## config.mk

```make
export PLATFORM = sky130hd
export DESIGN_NAME = clock_set_ctrl
export DESIGN_NICKNAME = d
export VERILOG_FILES = /design/src/rtl/clock_set_ctrl.sv
export SDC_FILE = /design/constraint.sdc
export NUM_CORES = 1
export LEC_CHECK = 0
export CORE_AREA = 2 2 39 41
export DETAILED_ROUTE_END_ITERATION = 8
export DIE_AREA = 0 0 41 43
export SKIP_LAST_GASP = 1
export SYNTH_ARGS = -nofsm -noshare
export SYNTH_HDL_FRONTEND = slang
export SYNTH_SLANG_ARGS = --single-unit
```

## constraint.sdc

```tcl
create_clock -name clk -period 1 [get_ports clk]
set_input_delay 0.15 -clock clk [delete_from_list [all_inputs] [get_ports clk]]
set_output_delay 0.15 -clock clk [all_outputs]
set_load 0.05 [all_outputs]
```

## src/rtl/clock_set_ctrl.sv

```systemverilog
// clock_set_ctrl: mode/increment controller for a time-of-day clock.
// Walks RUN -> SET_SEC .. SET_YEAR -> RUN on btn_mode. In RUN it passes
// the 1 Hz tick to the counter. In a SET state it turns btn_inc into a
// one-hot field increment, or a seconds clear. It also drives the blink
// phase for the field being edited.
// Optional feature: define SET_TIMEOUT_EN to leave set mode automatically
// after TIMEOUT_TICKS ticks with no button press.
module clock_set_ctrl #(
   parameter int TIMEOUT_TICKS = 30,
   parameter int TO_W          = 6
) (
   input  logic       clk,
   input  logic       rst_n,
   input  logic       tick_1hz,
   input  logic       btn_mode,
   input  logic       btn_inc,
   output logic       run_tick,
   output logic [5:0] inc_strobe,
   output logic       sec_clr,
   output logic [2:0] field_sel,
   output logic       blink
);

   typedef enum logic [2:0] {
      RUN       = 3'd0,
      SET_SEC   = 3'd1,
      SET_MIN   = 3'd2,
      SET_HOUR  = 3'd3,
      SET_DAY   = 3'd4,
      SET_MONTH = 3'd5,
      SET_YEAR  = 3'd6
   } state_t;

   state_t     state, state_next;
   logic       in_set;
   logic       inc_ok;      // increment request that is not overridden by mode
   logic       expire;      // timeout reached on this tick
   logic [5:0] inc_next;

   assign in_set = (state != RUN);
   assign inc_ok = btn_inc & ~btn_mode;

`ifdef SET_TIMEOUT_EN
   logic [TO_W-1:0] to_cnt;
   logic [TO_W-1:0] to_inc;

   assign to_inc = to_cnt + TO_W'(1);
   // A button press in the same cycle as the expiring tick wins.
   assign expire = in_set & tick_1hz & ~btn_mode & ~btn_inc
                   & (to_inc == TO_W'(TIMEOUT_TICKS));

   // Timeout counter: counts idle ticks in set mode, cleared by any activity.
   always_ff @(posedge clk or negedge rst_n) begin
      if (!rst_n) begin
         to_cnt <= '0;
      end else if (!in_set || btn_mode || btn_inc || (state_next != state)) begin
         to_cnt <= '0;
      end else if (tick_1hz) begin
         to_cnt <= to_inc;
      end
   end
`else
   assign expire = 1'b0;
`endif

   // Next state and increment decode.
   always_comb begin
      // NOTE: every output of this block gets a default first, so no path leaves it unassigned and no latch is inferred.
      state_next = state;
      inc_next   = '0;
      if (btn_mode) begin
         case (state)
            RUN:       state_next = SET_SEC;
            SET_SEC:   state_next = SET_MIN;
            SET_MIN:   state_next = SET_HOUR;
            SET_HOUR:  state_next = SET_DAY;
            SET_DAY:   state_next = SET_MONTH;
            SET_MONTH: state_next = SET_YEAR;
            default:   state_next = RUN;
         endcase
      end else if (expire) begin
         state_next = RUN;
      end
      if (inc_ok) begin
         case (state)
            SET_MIN:   inc_next = 6'b000010;
            SET_HOUR:  inc_next = 6'b000100;
            SET_DAY:   inc_next = 6'b001000;
            SET_MONTH: inc_next = 6'b010000;
            SET_YEAR:  inc_next = 6'b100000;
            default:   inc_next = 6'b000000;
         endcase
      end
   end

   // State register.
   always_ff @(posedge clk or negedge rst_n) begin
      if (!rst_n) begin
         state <= RUN;
      end else begin
         // NOTE: sequential state uses non-blocking assignments so every register samples pre-edge values.
         state <= state_next;
      end
   end

   // Registered strobes. At most one is set, because each one is qualified by a different state.
   always_ff @(posedge clk or negedge rst_n) begin
      if (!rst_n) begin
         run_tick   <= 1'b0;
         inc_strobe <= '0;
         sec_clr    <= 1'b0;
      end else begin
         run_tick   <= (state == RUN) & tick_1hz;
         inc_strobe <= inc_next;
         sec_clr    <= (state == SET_SEC) & inc_ok;
      end
   end

   // Blink phase: solid in RUN and after any state change, toggles per tick in set mode.
   always_ff @(posedge clk or negedge rst_n) begin
      if (!rst_n) begin
         blink <= 1'b1;
      end else if ((state_next != state) || !in_set) begin
         blink <= 1'b1;
      end else if (tick_1hz) begin
         blink <= ~blink;
      end
   end

   assign field_sel = state;

endmodule

```

==> reports/metrics.csv <==
stage;metric;value;unit
logic_synthesis;avgSynthCellArea;12.19;um2
run;cap_violations;0;
logic_synthesis;yosysWarnings;0;
routing;met1_length;367;um
place;io_buffers;15;
finish;area_delta_synth_final;115.0;%
logic_synthesis;yosysTopAreaCell;dfrtp_1;
worst_hold_path;min_path_type;primary input to async pin;
power_and_ir_drop;p_leak;0.4114;nW
power_and_ir_drop;combPwrFrac;61.7;%
sta;max_clock_freq;0.8514;GHz
logic_synthesis;synth_fp_nets;40;
floorplanning;num_rows;14;
routing;routed_wl;1044;um
logic_synthesis;synth-seq-cells;11;
place;post-dp-hpwl;653.1;um
finish;final_cell_mix;buf_12 (11), dfrtp_1 (7), buf_6 (6), buf_4 (6), clkdlybuf4s50_1 (4);
floorplanning;die_y;43;um
grt;grt_overflow;0;
routing;first_pass_iters;4;
finish;final_common_cell;buf_12;
floorplanning;core;1384;um2
clocking;clk_pin_slew_worst_paths;0.07;ns
sta;layout_worst_path_cycle_share;117.4;%
sta;finalHoldViolations;0;
logic_synthesis;synth_top_area_share;58.65;%
logic_synthesis;yosysUniqueCellTypes;20;
clocking;root_buffer;clkbuf_4;
grt;grt_pass1_vias;340;
power_and_ir_drop;pwr_density_cell;2639;nW/um2
floorplanning;num_io_pins;17;
power_and_ir_drop;power.share.clock;12.4;%
power_and_ir_drop;p_sw;949.5;uW
routing;drtIter0Drc;8;
routing;dr_wl_met3;72;um
routing;drc;0;
critical_path;cp.required;0.85;ns
power_and_ir_drop;swShare;39.23;%
routing;top_layer;met4;
grt;track_usage;12.87;%
power_and_ir_drop;p_seq_share;25.9;%
grt;grt_max_degree;12;
sta;finalSetupTns;-0.9461;ns
critical_path;path_class;flip-flop to output port;
logic_synthesis;synthesis.area;426.7;um2
sta;setup_viol;12;
finish;final_util;66.27;%
place;placed_cells;71;
floorplanning;die-area;1763;um2
finish;layout-drive-gt1-share;67.69;%
routing;antenna_left;0;
status;status;complete, but fails checks;
floorplanning;die_w;41;um
logic_synthesis;ys_seq_area_share;64.81;%
critical_path;endpoint_kind;output port;
clocking;clock_latency;0.27;ns
place;gp_congestion;0.8254;
routing;wl_per_cell;12.89;um
critical_path;r2r_cells;3;
power_and_ir_drop;p_int;1.471;mW
clocking;cts_made_buffers;3;
sta;hold_ws;0.1576;ns
sta;fin_skew;0.004166;ns
finish;final_cells;81;
clocking;clock_sinks;11;
logic_synthesis;syn_inst;35;
sta;rsz0062_at_grt;yes;
sta;worst_slack;-0.1745;ns
critical_path;rrSetupSlack;-0.13;ns
logic_synthesis;synthTopCellsByArea;dfrtp_1 (59%), dfstp_2 (6.2%), nor2_1 (4.4%);
routing;num_vias;376;
clocking;clockBufferDepth;2;
sta;slew_viol_final;0;
critical_path;cp.arrival;1.02;ns
clocking;cts_tree;done;
logic_synthesis;synth_edf_count;0;
power_and_ir_drop;power.total;2.421;mW
grt;antenna_found_initial;0;
power_and_ir_drop;ir_drop;1567;uV
logic_synthesis;ys_async_sr_fraction;100.0;%
clocking;cts_max_level;1;
routing;route.met2.wl;588;um
sta;post-route-min-period;1.174;ns
finish;num_antenna_cells;0;
finish;num-nets-final;71;
routing;avgViaCountPerCell;4.642;
logic_synthesis;synthFlopType;dfrtp_1;
critical_path;cp-start-kind;flip-flop;
grt;grt_pass1_wl;1504;um
critical_path;path_max_fanout;2;
floorplanning;initial_utilization;30.83;%
status;violations;setup timing;
-- cell families (layout without fill, tap and decap cells) --
group,Yosys count,after routing,share of synthesized area (%)
xor gates and xnor gates,1,1,2.053
buffers and inverters,2,32,2.639
and+or+nand+nor,14,14,17.89
AOI/OAI and AO/OA,5,5,9.092
other,1,1,0.8789
muxes,1,1,2.639
DFF,11,11,64.81
-- worst max-delay path, stage by stage (launching register included) --
cell and delay, ns:
dfstp_2 0.54, buf_6 0.10, buf_12 0.12
-- sequential cells by signal, indices dropped and copies added (netlist names) --
name / flops
blink: 1
field_sel: 3
inc_strobe: 5
run_tick: 1
sec_clr: 1
-- power groups by stage --
stage          Combinational, mW  Sequential [mW]  Clock, mW
6_report                    1.49            0.628      0.300
5_1_grt                     1.55            0.632      0.339
4_1_cts                     1.24            0.619      0.307
3_5_place_dp                1.04            0.675          0
3_3_place_gp                1.03            0.667          0
2_1_floorplan              0.172            0.959          0
-- cell usage after synthesis (all sizes together) (2+ instances only) --
master,n
nand2b,2
dfrtp,10
nor3,2
nor2,5
-- metal layers --
| layer | vias to the layer above | GRT usage (%) |
|---|---|---|
| met5 | - | 0 |
| met4 | 0 | 6.000 |
| met3 | 3 | 4.188 |
| met2 | 15 | 19.06 |
| met1 | 180 | 16.33 |
| li1 | 178 | - |
-- final cells by class --
class | count | area (um2)
fillers | 100 | 466.7
repair buffers | 27 | 372.9
flip-flops and latches | 11 | 280.3
multi-input cells | 22 | 212.7
clock buffers | 3 | 22.52
well taps | 16 | 20.02
clock inverters | 1 | 5.005
inverters | 1 | 3.754
-- through the flow --
step | worst slack, ns | cell area (um2)
floorplan | -0.1501 | 434.2
global placement | -0.2538 | 752.0
detailed placement | -0.2899 | 752.0
CTS | -0.1826 | 834.6
global route | -0.1983 | 917.1
finish | -0.1745 | 917.1
-- what timing repair did --
action | CTS | global route
setup buffers | 5 | 1
cloned | 0 | 0
resized for setup | 5 | 17
endpoints found under the setup margin | 5 | 17
hold buffers | 0 | 0
pin swaps | 0 | 6
-- final timing paths --
| kind | startpoint | to |
|---|---|---|
| worst min-delay path | rst_n | inc_strobe[1]$_DFF_PN0_ |
| worst max register to register | field_sel[2]$_DFF_PN0_ | inc_strobe[2]$_DFF_PN0_ |
| max in group asynchronous | rst_n | blink$_DFFE_PN1P_ |
| worst min register to register | field_sel[1]$_DFF_PN0_ | field_sel[1]$_DFF_PN0_ |
| min in group clk | tick_1hz | run_tick$_DFF_PN0_ |
| worst max-delay path | blink$_DFFE_PN1P_ | blink |
Note: power is estimated with default switching activity, not from simulation.
